File: src/rtl/rf_writeback_if.sv
`default_nettype none
// ============================================================================
// Module      : rf_writeback_if
// Description : Handshake and query bundle for the register file write-side
//               front end. The master side is the pipeline (producers and
//               decode); the slave side is rf_writeback.
// Revision    : 1.0 - initial release
// ============================================================================
interface rf_writeback_if;
  // ALU result channel
  logic        alu_valid;
  logic [4:0]  alu_rd;
  logic [31:0] alu_data;
  logic        alu_ready;
  // Load/CSR result channel
  logic        mem_valid;
  logic [4:0]  mem_rd;
  logic [31:0] mem_data;
  logic        mem_ready;
  // Long-latency issue channel
  logic        issue_valid;
  logic [4:0]  issue_rd;
  logic        issue_ready;
  // Decode scoreboard queries
  logic [4:0]  rs1;
  logic [4:0]  rs2;
  logic        rs1_busy;
  logic        rs2_busy;
  // Register file write port
  logic        wen;
  logic [4:0]  rd;
  logic [31:0] wdata;

  modport master (
    output alu_valid, alu_rd, alu_data,
    input  alu_ready,
    output mem_valid, mem_rd, mem_data,
    input  mem_ready,
    output issue_valid, issue_rd,
    input  issue_ready,
    output rs1, rs2,
    input  rs1_busy, rs2_busy,
    input  wen, rd, wdata
  );

  modport slave (
    input  alu_valid, alu_rd, alu_data,
    output alu_ready,
    input  mem_valid, mem_rd, mem_data,
    output mem_ready,
    input  issue_valid, issue_rd,
    output issue_ready,
    input  rs1, rs2,
    output rs1_busy, rs2_busy,
    output wen, rd, wdata
  );
endinterface
`default_nettype wire

File: src/rtl/rf_writeback.sv
`default_nettype none
// ============================================================================
// Module      : rf_writeback
// Description : Merges single-cycle ALU results and variable-latency load
//               results into the single register file write port. Loads are
//               buffered in a small FIFO; a per-register pending scoreboard
//               lets decode hold instructions on outstanding writes.
// Revision    : 1.0 - initial release
// ============================================================================
module rf_writeback #(
  parameter int MEM_DEPTH = 4
) (
  input  logic          clk,
  input  logic          rst,
  rf_writeback_if.slave bus
);

  localparam int              c_AW      = $clog2(MEM_DEPTH);
  localparam logic [c_AW:0]   c_PTR_ONE = {{c_AW{1'b0}}, 1'b1};

  // FIFO storage and pointers (extra MSB is the wrap bit)
  logic [4:0]    r_fifo_rd   [MEM_DEPTH];
  logic [31:0]   r_fifo_data [MEM_DEPTH];
  logic [c_AW:0] r_wptr;
  logic [c_AW:0] r_rptr;

  // Scoreboard and output register
  logic [31:0]   r_pending;
  logic          r_wen;
  logic [4:0]    r_rd;
  logic [31:0]   r_wdata;

  logic          w_empty;
  logic          w_full;
  logic          w_push;
  logic          w_pop;
  logic          w_sel_valid;
  logic [4:0]    w_sel_rd;
  logic [31:0]   w_sel_data;
  logic [4:0]    w_head_rd;
  logic [31:0]   w_head_data;
  logic          w_issue_ready;
  logic          w_issue_set;
  logic [31:0]   w_set_mask;
  logic [31:0]   w_clr_mask;
  logic [31:0]   w_pending_nxt;
  logic          w_write;

  assign w_empty = (r_wptr == r_rptr);
  assign w_full  = (r_wptr[c_AW] != r_rptr[c_AW]) &&
                   (r_wptr[c_AW-1:0] == r_rptr[c_AW-1:0]);

  assign w_head_rd   = r_fifo_rd[r_rptr[c_AW-1:0]];
  assign w_head_data = r_fifo_data[r_rptr[c_AW-1:0]];

  // Ready signals depend on FIFO/scoreboard state only, never on valid
  assign w_push        = bus.mem_valid && !w_full;
  assign w_issue_ready = !r_pending[bus.issue_rd];
  assign w_issue_set   = bus.issue_valid && w_issue_ready && (bus.issue_rd != 5'd0);

  assign bus.mem_ready   = !w_full;
  assign bus.alu_ready   = !w_full;
  assign bus.issue_ready = w_issue_ready;

  // The output-register term bridges the cycle between pending clearing and
  // the register file actually committing the value.
  assign bus.rs1_busy = r_pending[bus.rs1] ||
                        (r_wen && (r_rd == bus.rs1) && (bus.rs1 != 5'd0));
  assign bus.rs2_busy = r_pending[bus.rs2] ||
                        (r_wen && (r_rd == bus.rs2) && (bus.rs2 != 5'd0));

  assign bus.wen   = r_wen;
  assign bus.rd    = r_rd;
  assign bus.wdata = r_wdata;

  // Arbitration: a full FIFO drains first so ALU traffic cannot starve loads
  always_comb begin
    w_pop       = 1'b0;
    w_sel_valid = 1'b0;
    w_sel_rd    = 5'd0;
    w_sel_data  = 32'd0;
    if (w_full) begin
      w_pop       = 1'b1;
      w_sel_valid = 1'b1;
      w_sel_rd    = w_head_rd;
      w_sel_data  = w_head_data;
    end else if (bus.alu_valid) begin
      w_sel_valid = 1'b1;
      w_sel_rd    = bus.alu_rd;
      w_sel_data  = bus.alu_data;
    end else if (!w_empty) begin
      w_pop       = 1'b1;
      w_sel_valid = 1'b1;
      w_sel_rd    = w_head_rd;
      w_sel_data  = w_head_data;
    end
  end

  // x0 results consume their slot but never reach the register file
  assign w_write = w_sel_valid && (w_sel_rd != 5'd0);

  // Scoreboard next state: set is applied after clear so it wins on a tie
  always_comb begin
    w_set_mask = 32'd0;
    w_clr_mask = 32'd0;
    if (w_pop) begin
      w_clr_mask[w_head_rd] = 1'b1;
    end
    if (w_issue_set) begin
      w_set_mask[bus.issue_rd] = 1'b1;
    end
    w_pending_nxt    = (r_pending & ~w_clr_mask) | w_set_mask;
    w_pending_nxt[0] = 1'b0;
  end

  // FIFO payload storage, written on every accepted load
  always_ff @(posedge clk) begin
    if (w_push) begin
      r_fifo_rd[r_wptr[c_AW-1:0]]   <= bus.mem_rd;
      r_fifo_data[r_wptr[c_AW-1:0]] <= bus.mem_data;
    end
  end

  // FIFO pointers, scoreboard and registered write port
  always_ff @(posedge clk or posedge rst) begin
    if (rst) begin
      r_wptr    <= '0;
      r_rptr    <= '0;
      r_pending <= 32'd0;
      r_wen     <= 1'b0;
      r_rd      <= 5'd0;
      r_wdata   <= 32'd0;
    end else begin
      if (w_push) begin
        r_wptr <= r_wptr + c_PTR_ONE;
      end
      if (w_pop) begin
        r_rptr <= r_rptr + c_PTR_ONE;
      end
      r_pending <= w_pending_nxt;
      r_wen     <= w_write;
      r_rd      <= w_write ? w_sel_rd : 5'd0;
      r_wdata   <= w_write ? w_sel_data : 32'd0;
    end
  end

endmodule
`default_nettype wire

File: src/flat_wrapper.sv
// flat-port wrapper written by rule: the top's interface ports become plain ports
module rf_writeback_flat 
#(
  parameter int MEM_DEPTH = 4
)
  (clk, rst, bus_alu_valid, bus_alu_rd, bus_alu_data, bus_alu_ready, bus_mem_valid, bus_mem_rd, bus_mem_data, bus_mem_ready, bus_issue_valid, bus_issue_rd, bus_issue_ready, bus_rs1, bus_rs2, bus_rs1_busy, bus_rs2_busy, bus_wen, bus_rd, bus_wdata);
  rf_writeback_if bus_i ();
  input  logic clk;
  input  logic rst;
  input wire logic [$bits(bus_i.alu_valid)-1:0] bus_alu_valid;
  input wire logic [$bits(bus_i.alu_rd)-1:0] bus_alu_rd;
  input wire logic [$bits(bus_i.alu_data)-1:0] bus_alu_data;
  output wire logic [$bits(bus_i.alu_ready)-1:0] bus_alu_ready;
  input wire logic [$bits(bus_i.mem_valid)-1:0] bus_mem_valid;
  input wire logic [$bits(bus_i.mem_rd)-1:0] bus_mem_rd;
  input wire logic [$bits(bus_i.mem_data)-1:0] bus_mem_data;
  output wire logic [$bits(bus_i.mem_ready)-1:0] bus_mem_ready;
  input wire logic [$bits(bus_i.issue_valid)-1:0] bus_issue_valid;
  input wire logic [$bits(bus_i.issue_rd)-1:0] bus_issue_rd;
  output wire logic [$bits(bus_i.issue_ready)-1:0] bus_issue_ready;
  input wire logic [$bits(bus_i.rs1)-1:0] bus_rs1;
  input wire logic [$bits(bus_i.rs2)-1:0] bus_rs2;
  output wire logic [$bits(bus_i.rs1_busy)-1:0] bus_rs1_busy;
  output wire logic [$bits(bus_i.rs2_busy)-1:0] bus_rs2_busy;
  output wire logic [$bits(bus_i.wen)-1:0] bus_wen;
  output wire logic [$bits(bus_i.rd)-1:0] bus_rd;
  output wire logic [$bits(bus_i.wdata)-1:0] bus_wdata;
  assign bus_i.alu_valid = bus_alu_valid;
  assign bus_i.alu_rd = bus_alu_rd;
  assign bus_i.alu_data = bus_alu_data;
  assign bus_alu_ready = bus_i.alu_ready;
  assign bus_i.mem_valid = bus_mem_valid;
  assign bus_i.mem_rd = bus_mem_rd;
  assign bus_i.mem_data = bus_mem_data;
  assign bus_mem_ready = bus_i.mem_ready;
  assign bus_i.issue_valid = bus_issue_valid;
  assign bus_i.issue_rd = bus_issue_rd;
  assign bus_issue_ready = bus_i.issue_ready;
  assign bus_i.rs1 = bus_rs1;
  assign bus_i.rs2 = bus_rs2;
  assign bus_rs1_busy = bus_i.rs1_busy;
  assign bus_rs2_busy = bus_i.rs2_busy;
  assign bus_wen = bus_i.wen;
  assign bus_rd = bus_i.rd;
  assign bus_wdata = bus_i.wdata;
  rf_writeback #(.MEM_DEPTH(MEM_DEPTH)) u_core (.clk(clk), .rst(rst), .bus(bus_i));
endmodule
File: config.mk
export PLATFORM = sky130hd
export DESIGN_NAME = rf_writeback_flat
export DESIGN_NICKNAME = d
export VERILOG_FILES = /design/src/rtl/rf_writeback_if.sv /design/src/rtl/rf_writeback.sv /design/src/flat_wrapper.sv
export SDC_FILE = /design/constraint.sdc
export NUM_CORES = 1
export LEC_CHECK = 0
export ABC_AREA = 1
export CORE_ASPECT_RATIO = 0.6
export CORE_UTILIZATION = 50
export DETAILED_ROUTE_END_ITERATION = 10
export PLACE_DENSITY = 0.74
export SYNTH_ARGS = -nofsm -noshare
export SYNTH_HDL_FRONTEND = slang
export SYNTH_SLANG_ARGS = --single-unit
export TNS_END_PERCENT = 1
File: constraint.sdc
create_clock -name clk -period 4.65 [get_ports clk]
set_input_delay 0.465 -clock clk [delete_from_list [all_inputs] [get_ports clk]]
set_output_delay 0.465 -clock clk [all_outputs]
set_load 0.01 [all_outputs]
* Yosys cells after proc, flatten, opt, wreduce, memory -nomap -nowiden
Memories as Yosys holds them, arrays and structs flattened.
Index checks and enable logic that the tools add are counted.
** Storage, ports and cells
- Register bits :: 75
- Latch bits :: 0
- RAM bits :: 148
- Memory bits (read-only) :: 0
- Input bits :: 94
- Output and inout bits :: 43
- Logic and storage cells :: 70
- Memories kept :: 2
** Cells by class
- Add/subtract/negate cells :: 2
- $mul :: 0
- Divide/modulo/power cells :: 0
- Magnitude comparators :: 6
- Eq/ne operators :: 5
- Shift-type cells :: 0
- Muxes and demuxes :: 27
- Bitwise logic cells :: 3
- Reductions and logical operators :: 19
** Memories
- u_core.r_fifo_data :: words 4, width 32, read ports 1, clocked after Yosys merged registers in 0, write ports 1, RTL line rf_writeback.sv:23 : logic [31:0] r_fifo_data [MEM_DEPTH];
- u_core.r_fifo_rd :: words 4, width 5, read ports 1, clocked after Yosys merged registers in 0, write ports 1, RTL line rf_writeback.sv:22 : logic [4:0] r_fifo_rd [MEM_DEPTH];
** Operators with widths (number)
- 32-bit two-way mux :: 6
- 32-bit AND :: 1
- 32-bit NOT :: 1
- 32-bit bitwise OR :: 1
- 5-bit by 6-bit less-than comparator with 1-bit output, second input constant :: 4
- 5-bit two-way mux :: 4
- 5-bit nonzero test :: 4
- 1-bit binary-select mux with 5-bit select :: 3
- 1-bit two-way mux :: 12
- 1-bit logical AND :: 11
- 1-bit demux with 5-bit select :: 2
- 5-bit equality test :: 2
- 5-bit by 1-bit greater-or-equal comparator with 1-bit output, second input constant :: 2
- 3-bit by 1-bit adder with 3-bit output, second input constant :: 2
- 3-bit equality test :: 1
- 2-bit equality test :: 1
- 1-bit zero test :: 2
- 1-bit logical OR :: 2
- 1-bit inequality test :: 1

* Logic depth before layout (Yosys ltp)
Gate-level depths: netlist of run 1.
An unclocked memory read counts as a cell.
- Word-level depth :: 9
- Depth in mapped cells :: 15
- Gate-level depth less buffers :: 12

* Least setup slack after synthesis of run 1
OpenSTA, ideal clock, no wires.
- Path type :: register -> register
- From :: reg u_core.r_rptr[0]
- To :: mem u_core.r_fifo_data[3][0], enable pin
- Library setup time :: 0.434 ns
- Data arrival time :: 2.632 ns
- Data required time :: 4.216 ns
- Slack :: 1.583 ns
- Cell stages (with the launch flop) :: 6
- Buffers on the path :: 1
- Period minus slack after synthesis :: 3.067 ns
- Cells stage by stage :: dfrtp_1 -> xnor2_1 -> nand3_2 -> buf_4 -> nand2_1 -> nor2_1
** Between the ends
- Longest elaborated chain between the ends :: 6
** RTL lines
- from (decl) :: RTL line rf_writeback.sv:25 : logic [c_AW:0] r_rptr;
- from (signal assigned) :: RTL line rf_writeback.sv:138 : r_rptr <= r_rptr + c_PTR_ONE;
- 2-bit equality test :: RTL line rf_writeback.sv:51 : (r_wptr[c_AW-1:0] == r_rptr[c_AW-1:0]);
- 1-bit logical AND :: RTL line rf_writeback.sv:50 : assign w_full = (r_wptr[c_AW] != r_rptr[c_AW]) &&
- 1-bit zero test :: RTL line rf_writeback.sv:57 : assign w_push = bus.mem_valid && !w_full;
- 1-bit logical AND :: RTL line rf_writeback.sv:57
- 1-bit two-way mux :: RTL line rf_writeback.sv:118 : if (w_push) begin
- 1-bit two-way mux (implied by the code) :: RTL line rf_writeback.sv:120 : r_fifo_data[r_wptr[c_AW-1:0]] <= bus.mem_data;
- to (decl) :: RTL line rf_writeback.sv:23
No other way between the ends.

* Final worst setup path of run 1
- From :: in bus_rs2[0]
- To :: out bus_rs2_busy
** Between the ends
- Longest elaborated chain between the ends :: 4
- Elaborated cells between the ends (all ways) :: 7
- Classes of those cells :: eq/ne: 1; mux: 2; reduce/logical: 4
** RTL lines
- from (decl) :: RTL line flat_wrapper.sv:22 : input wire logic [$bits(bus_i.rs2)-1:0] bus_rs2;
- branches (longest 3 deep; another with 1-bit binary-select mux with 5-bit select)
- 1-bit logical OR * :: RTL line rf_writeback.sv:69 : assign bus.rs2_busy = r_pending[bus.rs2] ||
- to (decl) :: RTL line flat_wrapper.sv:24 : output wire logic [$bits(bus_i.rs2_busy)-1:0] bus_rs2_busy;
Every way passes the cells marked *. The select of a mux whose other input is x is not followed.

==> results.py, run 1 <==
metrics = {
    "min_path": {
        "worst_hold_path_type": "in -> async",
    },
    "layout": {
        "number_of_nets_in_the_layout": 1317,
        "stdcell_count": 1508,
        "leading_cell_type_in_the_layout_fill_and_taps_excluded": "sky130_fd_sc_hd__nand2_1",
        "layout_common_cells": "269 x sky130_fd_sc_hd__nand2_1, 148 x sky130_fd_sc_hd__edfxtp_1, 135 x sky130_fd_sc_hd__clkdlybuf4s50_1",
        "area.growth.synth_to_final_pct": 21.8,
        "drive_above_1_share_pct": 6.41,
        "finish.utilization_pct": 62.4,
    },
    "power": {
        "power.share.clock_pct": 21.0,
        "share_comb_of_total_power_pct": 39.6,
        "switching_power_as_a_share_of_total_power_pct": 40.3,
        "p_per_cell_area_nw_per_um2": 659,
        "worst_ir_drop_vdd_mv": 0.368,
        "power_switching_mw": 3.33,
        "int_power_mw": 4.93,
        "power.leakage_nw": 5.24,
        "sequential_cell_fraction_of_total_power_pct": 39.4,
    },
    "sta": {
        "setup-violations-final": 0,
        "rsz_0062_raised_after_global_routing": "false",
        "timing_worst_slew_pin_value_ns": 1.12,
        "fin_tns_setup_ns": 0,
        "peak_clock_frequency_supported_by_timing_mhz": 289,
        "final-max-slew-violation-count": 0,
        "period_needed_ns": 3.46,
        "finClkSkew_ns": 0.0188,
        "fin_crit_sh_pct": 74.4,
        "slew-limit-headroom_pct": 25.4,
        "final_hold_viol_count": 0,
    },
    "clock_network": {
        "cts_htree_levels": 1,
        "clkLatencyLatePin_ns": 0.50,
        "clockBufferDepth": 3,
        "cts_sinks": 223,
        "tritoncts": "yes",
        "cts.reportedPaths.clkPinSlew_ns": 0.07,
        "cts_hold_buffers": 0,
        "cts_setup_buffers": 0,
        "post_cts_resize_count": 0,
        "cts-root-buf": "sky130_fd_sc_hd__clkbuf_16",
        "cts_buffers": 21,
    },
    "yosys": {
        "synth-edff-count": 148,
        "synth_top_cell_by_area": "sky130_fd_sc_hd__edfxtp_1",
        "mappedNetlistNets": 1203,
        "proportion_of_synthesized_flip_flops_having_asynchronous_set_or_reset_pct": 33.6,
        "ys_seq_area_share_pct": 61.4,
        "synth_warnings": 0,
        "ys_dominant_reg_cell": "sky130_fd_sc_hd__edfxtp_1",
        "synth.lib_cells_used.distinct": 32,
        "synth.area.top_cells": "sky130_fd_sc_hd__edfxtp_1 43%, sky130_fd_sc_hd__dfrtp_1 18%, sky130_fd_sc_hd__nand2_1 9.8%",
        "mappedNetlistArea_um2": 10300,
        "syn_inst_count": 1104,
        "synth.ff_latch_count": 223,
        "syn_avg_cell_area_um2": 9.33,
        "synth_top_area_share_pct": 43.1,
    },
    "worst_setup_path": {
        "worst_r2r_endpoint": "u_core.bus.wdata[30]",
        "start_kind": "primary input",
        "critPathMaxStageDelay_ns": 1.01,
        "reg2reg_setup_slack_ns": 1.45,
        "setup_cp_type": "in -> out",
        "cp_cell_sequence": "clkdlybuf4s50_1, inv_1, a21oi_1, o21ai_0, nand3_1, o211ai_1, nand2_1, nand2_1, nand3_1, clkdlybuf4s50_1",
        "worstSetupEndpointType": "primary output",
        "worst_ep_required_time_ns": 4.18,
        "critical-path-slowest-cell": "sky130_fd_sc_hd__clkdlybuf4s50_1",
        "path_max_fanout": 26,
        "r2r_start": "u_core.r_rptr[0]",
        "critPathArrivalTime_ns": 2.99,
        "timing.reg2reg.worst_path_depth": 10,
    },
    "drt": {
        "avgViaCountPerCell": 5.43,
        "via_count": 8192,
        "drt_iter0_markers": 1080,
        "wl_per_cell_um": 18.5,
        "detailed_route_wl_um": 27900,
        "iteration_count_of_the_initial_detailed_routing_pass": 7,
        "drtAntennaViolNets": 0,
        "drc": 0,
    },
    "status": {
        "status": "completed",
    },
    "placed_design": {
        "place_hpwl_um": 18100,
        "gp_congestion": 0.935,
        "dpl.cell_count": 1468,
        "port-buffer-count": 136,
    },
    "floorplanning": {
        "dieHeight_um": 113,
        "core_region_area_um2": 20100,
        "die_area_um2": 21200,
        "start_util_pct": 51.2,
        "die_x_um": 187,
        "fp-row-count": 40,
        "ios": 137,
    },
    "global_route": {
        "grt_use_total_pct": 26.7,
        "largest_net_degree_at_the_start_of_global_routing": 77,
        "overflow": 0,
        "grt_antenna_before_repair": 2,
        "first_global_vias": 7527,
        "grt_pass1_wl_um": 43600,
    },
    "run": {
        "max_cap_violation_count": 0,
    },
}
state kept, by name, indices dropped and copies added (netlist names):
name / count
u_core.bus.wen: 1
u_core.r_fifo_rd: 20
u_core.r_rptr: 3
u_core.r_pending: 31
u_core.bus.rd: 5
u_core.bus.wdata: 32
u_core.r_fifo_data: 128
u_core.r_wptr: 3
worst max-delay path by stage:
stage,startpoint,to,depth (start not counted)
3_3_place_gp,bus_rs2[0],bus_rs2_busy,10
6_report,bus_rs2[0],bus_rs2_busy,10
5_1_grt,bus_rs1[0],bus_rs1_busy,10
3_5_place_dp,bus_rs2[0],bus_rs2_busy,10
4_1_cts,bus_rs2[0],bus_rs2_busy,10
2_1_floorplan,u_core.r_rptr[0],u_core.r_fifo_data[3][0],5
per-stage QoR:
| stage | hold WS [ns] | power [mW] | instance area (um2) | setup slack (ns) |
|---|---|---|---|---|
| 6_report | 0.395 | 8.26 | 12500 | 1.19 |
| 5_1_grt | 0.472 | 8.79 | 12500 | 0.940 |
| 4_1_cts | 0.425 | 8.24 | 12500 | 1.23 |
| 3_5_place_dp | 0.524 | 6.50 | 11800 | 1.23 |
| 3_3_place_gp | 0.511 | 6.45 | 11800 | 1.29 |
| 2_1_floorplan | 0.493 | 5.21 | 10300 | 1.58 |
power by group through the flow:
stage,Sequential (mW),Clock [mW],Combinational (mW)
after global placement,3.27,0,3.18
final,3.26,1.74,3.27
after detailed placement,3.27,0,3.23
after floorplan,3.13,0,2.08
after global routing,3.30,1.83,3.65
after CTS,3.24,1.75,3.25
worst max-delay path: cells and delay by family:
family | cells | cell delay, ns
buffers and inverters | 3 | 1.83
AO/OA/AOI/OAI | 3 | 0.41
AND/OR/NAND/NOR | 4 | 0.29
synthesized netlist by cell type (2+ instances only):
cell type / number
sky130_fd_sc_hd__xnor2_1: 4
sky130_fd_sc_hd__nand2_2: 4
sky130_fd_sc_hd__dfrtp_1: 75
sky130_fd_sc_hd__buf_4: 7
sky130_fd_sc_hd__buf_2: 12
sky130_fd_sc_hd__buf_6: 3
sky130_fd_sc_hd__buf_1: 4
sky130_fd_sc_hd__nand2_1: 269
sky130_fd_sc_hd__o22ai_1: 38
sky130_fd_sc_hd__o21ai_1: 3
sky130_fd_sc_hd__nor2_1: 130
sky130_fd_sc_hd__o21ai_0: 128
sky130_fd_sc_hd__nor2_2: 2
sky130_fd_sc_hd__nand3_1: 84
sky130_fd_sc_hd__o211ai_1: 15
sky130_fd_sc_hd__inv_2: 12
sky130_fd_sc_hd__xor2_1: 4
sky130_fd_sc_hd__ha_1: 5
sky130_fd_sc_hd__edfxtp_1: 148
sky130_fd_sc_hd__inv_1: 86
sky130_fd_sc_hd__a21oi_1: 17
sky130_fd_sc_hd__clkbuf_1: 32
sky130_fd_sc_hd__nand3_2: 3
sky130_fd_sc_hd__nor3_1: 11
metal layers:
layer	vias to the layer above	global-route usage [%]	wire (um)
li1	3935	-	-
met1	3829	42.1	13000
met2	394	37.3	11500
met3	34	6.61	3040
met4	0	4.64	328
met5	-	0	0
layout make-up:
type	count	area, um2
antenna	2	5.00
clock buffer	26	574
clock inverter	12	120
fill	1644	7570
inverter	99	373
multi-input combinational	724	3360
sequential	223	6320
tap	273	342
timing repair buffer	149	1450
cells by family (layout without fill, tap and decap cells):
family | after synthesis | count (layout) | share of synthesized area, %
adder cells (fa/ha/maj) | 5 | 5 | 0.607
AND/OR/NAND/NOR | 507 | 507 | 20.2
other | 0 | 2 | 0
flip-flops | 223 | 223 | 61.4
buffers and inverters | 157 | 286 | 6.34
AO/OA/AOI/OAI | 204 | 204 | 10.8
XOR/XNOR | 8 | 8 | 0.680
No activity file was read; power rests on OpenSTA's default activity.
==> run 2: changes to the inputs <==
- clock period: 4.65 -> 3.4 ns (I/O delays scaled with it)
==> results.py, run 2 (synthesis gave the netlist of run 1 again) <==
metrics = {
    "sta": {
        "peak_clock_frequency_supported_by_timing_mhz": 351,
        "slew-limit-headroom_pct": 53.3,
        "fin_tns_setup_ns": 0,
        "rsz_0062_raised_after_global_routing": "false",
        "final-max-slew-violation-count": 0,
        "fin_crit_sh_pct": 83.7,
        "timing_worst_slew_pin_value_ns": 0.699,
        "finClkSkew_ns": 0.00972,
        "setup-violations-final": 0,
        "post-route-worst-setup-slack_ns": 0.554,
        "period_needed_ns": 2.85,
        "final_hold_viol_count": 0,
    },
    "worst_setup_path": {
        "critPathMostFrequentCell": "sky130_fd_sc_hd__nand2_1",
        "critical-path-slowest-cell": "sky130_fd_sc_hd__clkdlybuf4s50_1",
        "worst_path_dominant_cell_family": "buffers and inverters",
        "worst_r2r_endpoint": "u_core.bus.wdata[30]",
        "setup_cp_type": "in -> out",
        "crit_path_start": "bus_issue_rd[1]",
        "critPathArrivalTime_ns": 2.51,
        "cp.buffers_inverters": 4,
        "cp_cell_sequence": "clkdlybuf4s50_1, inv_1, nand2_1, nand2_1, nand2_1, nand2_1, nor2_1, nand2_1, inv_1, clkdlybuf4s50_1",
        "worst_ep_required_time_ns": 3.06,
        "timing.reg2reg.worst_path_depth": 11,
        "reg2reg_setup_slack_ns": 0.65,
        "start_kind": "primary input",
        "critPathMaxStageDelay_ns": 0.79,
        "worstSetupEndpointType": "primary output",
        "r2r_start": "u_core.r_rptr[0]",
        "path_max_fanout": 13,
    },
    "global_route": {
        "grt_busiest_layer": "met1",
        "grt_pass1_wl_um": 43500,
        "first_global_vias": 7647,
        "overflow": 0,
        "largest_net_degree_at_the_start_of_global_routing": 46,
        "grt_use_met2_pct": 36.0,
        "grt_use_total_pct": 26.5,
        "global_route.usage.met3_pct": 6.14,
        "met1_usage_pct": 43.0,
        "grt_antenna_before_repair": 0,
    },
    "floorplanning": {
        "core_region_area_um2": 20100,
        "start_util_pct": 51.2,
        "fp-row-count": 40,
        "dieHeight_um": 113,
        "ios": 137,
        "die_area_um2": 21200,
        "die_x_um": 187,
    },
    "layout": {
        "largest_register_ffs": 128,
        "total_area_of_multi_input_combinational_cells_um2": 3360,
        "number_of_nets_in_the_layout": 1331,
        "finalInstanceArea_um2": 12700,
        "final-seq-area_um2": 6320,
        "final.fill_count": 1654,
        "num_antenna_cells": 0,
        "area.growth.synth_to_final_pct": 23.4,
        "finish.utilization_pct": 63.2,
        "layout_common_cells": "269 x sky130_fd_sc_hd__nand2_1, 148 x sky130_fd_sc_hd__edfxtp_1, 135 x sky130_fd_sc_hd__clkdlybuf4s50_1",
        "leading_cell_type_in_the_layout_fill_and_taps_excluded": "sky130_fd_sc_hd__nand2_1",
        "drive_above_1_share_pct": 7.45,
    },
    "clock_network": {
        "cts_setup_buffers": 0,
        "cts_htree_levels": 1,
        "cts_sinks": 223,
        "cts_buffers": 22,
        "clkLatencyLatePin_ns": 0.50,
        "cts-root-buf": "sky130_fd_sc_hd__clkbuf_16",
        "cts_hold_buffers": 0,
        "post_cts_resize_count": 0,
        "cts.reportedPaths.clkPinSlew_ns": 0.07,
        "clockBufferDepth": 3,
        "tritoncts": "yes",
    },
    "drt": {
        "avgViaCountPerCell": 5.47,
        "via_count": 8326,
        "drtAntennaViolNets": 0,
        "detailed_route_wl_um": 27600,
        "drt_iter0_markers": 1051,
        "wl_per_cell_um": 18.2,
        "drc": 0,
        "iteration_count_of_the_initial_detailed_routing_pass": 5,
    },
    "placed_design": {
        "gp_congestion": 0.957,
        "place_worst_setup_slack_ns": 0.597,
        "port-buffer-count": 136,
        "place_hpwl_um": 18500,
        "placedInstanceArea_um2": 12000,
    },
    "min_path": {
        "worst_hold_path_type": "in -> async",
    },
    "run": {
        "max_cap_violation_count": 0,
    },
    "power": {
        "fin_total_pwr_mw": 11.4,
        "power.leakage_nw": 5.32,
        "p_per_cell_area_nw_per_um2": 899,
        "worst_ir_drop_vdd_mv": 0.617,
    },
    "status": {
        "status": "completed",
    },
}
==> run 2: changes by cell type in the layout (fill, tap and decap cells not counted), sizes merged <==
cell,change
buf,+13
clkinvlp,+3
diode,-2
inv,-1
==> run 2: cell type report <==
class | count | share of cell area, %
sequential | 223 | 49.7
multi-input combinational | 724 | 26.4
timing repair buffer | 162 | 12.4
clock buffer | 26 | 4.77
inverter | 99 | 2.93
tap | 273 | 2.69
clock inverter | 14 | 1.06
==> run 2: worst max path at each step <==
stage,cells past startpoint,end,slack (ns)
final,10,bus_issue_ready,0.55
after global routing,11,u_core.bus.wdata[30],0.36
after CTS,10,bus_issue_ready,0.60
after detailed placement,10,bus_issue_ready,0.60
after global placement,10,bus_issue_ready,0.60
after floorplan,5,u_core.r_fifo_data[3][0],0.33
==> run 2: routing by layer <==
layer / wire length [um] / share of wire [%] / vias up
met5: 0 / 0 / -
met4: 371 / 1.3 / 0
met3: 3000 / 11 / 26
met2: 11100 / 40 / 445
met1: 13100 / 48 / 3890
li1: - / - / 3965
==> run 2: worst reg2reg max path, stage by stage, from the launching register on <==
cell                      delay [ns]
sky130_fd_sc_hd__dfrtp_2        0.42
sky130_fd_sc_hd__buf_4          0.25
sky130_fd_sc_hd__inv_2          0.56
sky130_fd_sc_hd__a21oi_1        0.13
sky130_fd_sc_hd__o21ai_1        0.11
sky130_fd_sc_hd__nand2_1        0.17
sky130_fd_sc_hd__nand2_1        0.13
sky130_fd_sc_hd__nand2_2        0.08
sky130_fd_sc_hd__nor2_4         0.10
sky130_fd_sc_hd__nand3_4        0.39
sky130_fd_sc_hd__nand2_1        0.25
sky130_fd_sc_hd__inv_1          0.06
==> run 2: power breakdown <==
group	leakage [nW]	total [mW]	switching (mW)	internal [mW]
Combinational	2.68	4.64	2.99	1.65
Clock	0.355	2.47	1.04	1.44
Sequential	2.28	4.32	0.522	3.80
==> run 2: metrics by stage <==
stage               hold WS (ns)  cells
floorplan                  0.439   1104
global route               0.290   1521
detailed placement         0.518   1481
CTS                        0.235   1521
finish                     0.217   1521
global placement           0.513   1481
==> run 3: changes to the inputs <==
- PLACE_DENSITY: 0.74 -> 0.76
- clock period: 3.4 -> 2.3 ns (I/O delays scaled with it)
==> results.py, run 3 (synthesis gave the netlist of run 1 again) <==
metrics = {
    "layout": {
        "num_antenna_cells": 0,
        "drive_above_1_share_pct": 10.6,
        "finish.utilization_pct": 64.7,
        "largest_register_ffs": 128,
        "number_of_nets_in_the_layout": 1357,
        "layout_common_cells": "268 x sky130_fd_sc_hd__nand2_1, 148 x sky130_fd_sc_hd__edfxtp_1, 132 x sky130_fd_sc_hd__clkdlybuf4s50_1",
        "area.growth.synth_to_final_pct": 26.3,
        "leading_cell_type_in_the_layout_fill_and_taps_excluded": "sky130_fd_sc_hd__nand2_1",
    },
    "status": {
        "status": "completed",
    },
    "worst_setup_path": {
        "reg2reg_setup_slack_ns": 0.14,
        "cp_cell_sequence": "xnor2_2, nand3_4, buf_8, clkdlybuf4s50_1",
        "critPathArrivalTime_ns": 2.05,
        "worst_ep_required_time_ns": 2.07,
        "path_max_fanout": 17,
        "worst_path_dominant_cell_family": "buffers and inverters",
        "worst_r2r_endpoint": "u_core.bus.wdata[29]",
        "critical-path-slowest-cell": "sky130_fd_sc_hd__clkdlybuf4s50_1",
        "timing.reg2reg.worst_path_depth": 12,
        "worstSetupEndpointType": "primary output",
        "r2r_start": "u_core.r_wptr[1]",
        "total_number_of_cells_along_the_worst_setup_path": 4,
        "start_kind": "flop",
        "cp.buffers_inverters": 2,
        "critPathMaxStageDelay_ns": 0.49,
        "setup_cp_type": "reg -> out",
    },
    "min_path": {
        "worstHoldEndpoint": "u_core.bus.rd[0]",
        "worst_hold_path_type": "in -> reg",
        "holdCritStartpoint": "bus_alu_valid",
        "worst_hold_path.num_cells": 3,
    },
    "power": {
        "worst_ir_drop_vdd_mv": 0.664,
        "power.leakage_nw": 5.46,
        "p_per_cell_area_nw_per_um2": 1320,
    },
    "sta": {
        "finClkSkew_ns": 0.0106,
        "setup-violations-final": 0,
        "period_needed_ns": 2.28,
        "slew-limit-headroom_pct": 68.5,
        "peak_clock_frequency_supported_by_timing_mhz": 439,
        "timing_worst_slew_pin_value_ns": 0.473,
        "rsz_0062_raised_after_global_routing": "true",
        "final_hold_viol_count": 0,
        "final-max-slew-violation-count": 0,
        "fin_crit_sh_pct": 99.0,
        "fin_tns_setup_ns": 0,
    },
    "clock_network": {
        "clockBufferDepth": 3,
        "clkLatencyLatePin_ns": 0.50,
        "cts_htree_levels": 1,
        "cts.reportedPaths.clkPinSlew_ns": 0.07,
        "cts_sinks": 223,
        "cts_buffers": 21,
        "cts-root-buf": "sky130_fd_sc_hd__clkbuf_16",
        "tritoncts": "yes",
    },
    "floorplanning": {
        "die_x_um": 187,
        "ios": 137,
        "start_util_pct": 51.2,
        "core_region_area_um2": 20100,
        "die_area_um2": 21200,
        "dieHeight_um": 113,
        "fp-row-count": 40,
    },
    "drt": {
        "drtAntennaViolNets": 0,
        "wl_per_cell_um": 18.3,
        "detailed_route_wl_um": 28400,
        "iteration_count_of_the_initial_detailed_routing_pass": 7,
        "avgViaCountPerCell": 5.51,
        "drt_iter0_markers": 1073,
        "drc": 0,
        "via_count": 8520,
    },
    "global_route": {
        "first_global_vias": 7879,
        "largest_net_degree_at_the_start_of_global_routing": 49,
        "overflow": 0,
        "grt_pass1_wl_um": 44100,
        "grt_use_total_pct": 26.9,
        "grt_antenna_before_repair": 0,
    },
    "placed_design": {
        "gp_congestion": 0.952,
        "port-buffer-count": 136,
        "place_hpwl_um": 19400,
    },
    "run": {
        "max_cap_violation_count": 0,
    },
}
[run 3: cell count changes in the layout (fill, tap and decap cells not counted), moves of 3 or more]
cell                              before  now
sky130_fd_sc_hd__buf_12                2   10
sky130_fd_sc_hd__inv_1                85   82
sky130_fd_sc_hd__dlygate4sd2_1         0    3
sky130_fd_sc_hd__inv_2                12   15
sky130_fd_sc_hd__buf_4                24   40
sky130_fd_sc_hd__clkdlybuf4s50_1     135  132
sky130_fd_sc_hd__o21ai_0             128  121
sky130_fd_sc_hd__dfrtp_1              74   63
sky130_fd_sc_hd__o21ai_1               3   10
sky130_fd_sc_hd__dfrtp_2               1   12
[run 3: final cells by class]
type / count / area, um2
repair buffers: 189 / 1890
inverters: 99 / 377
clock inverters: 15 / 140
flip-flops and latches: 223 / 6340
clock buffers: 23 / 533
well taps: 273 / 342
multi-input cells: 724 / 3390
fillers: 1639 / 7110
[run 3: tightest hold or removal path: cells and delay by family]
kind / cells / cell delay (ns)
AND/OR/NAND/NOR: 2 / 0.18
buffers and inverters: 1 / 0.22
[run 3: timing repair]
action,CTS,global route
hold buffers,1,0
hold endpoints to repair,9,0
resized for setup,14,20
buffers inserted,0,1
pin swaps,2,1
endpoints found under the setup margin,5,47
[run 3: report_power, final]
part,switching (mW),internal [mW]
Sequential,0.864,5.64
Combinational,4.59,2.69
Clock,1.48,1.92
Total,6.93,10.2
[run 3: per-stage QoR]
stage          setup WS, ns  power [mW]  instance area, um2  std cells  hold slack (ns)
2_1_floorplan        -0.172        10.5               10300       1104            0.329
3_3_place_gp        -0.0920        13.4               12300       1506            0.478
3_5_place_dp        -0.0917        13.5               12300       1506            0.486
4_1_cts            -0.00750        17.0               13000       1545            0.161
5_1_grt             -0.0535        18.2               13000       1546            0.195
6_report             0.0237        17.2               13000       1546            0.178
[run 3: how the worst max path moves through the flow]
stage | end | slack [ns] | startpoint
global route | bus_alu_ready | -0.05 | u_core.r_rptr[0]
detailed placement | bus_rs2_busy | -0.09 | bus_rs2[1]
floorplan | u_core.r_fifo_data[0][0] | -0.17 | u_core.r_rptr[0]
finish | bus_alu_ready | 0.02 | u_core.r_rptr[0]
CTS | bus_alu_ready | -0.008 | u_core.r_rptr[0]
global placement | bus_rs2_busy | -0.09 | bus_rs2[1]
[run 3: per-layer routing]
| layer | track usage (%) | wire [um] | vias up |
|---|---|---|---|
| met3 | 7.91 | 3270 | 42 |
| met2 | 37.7 | 11500 | 465 |
| met1 | 41.2 | 13100 | 3994 |
| met4 | 5.30 | 490 | 0 |
| met5 | 0 | 0 | - |
| li1 | - | - | 4019 |
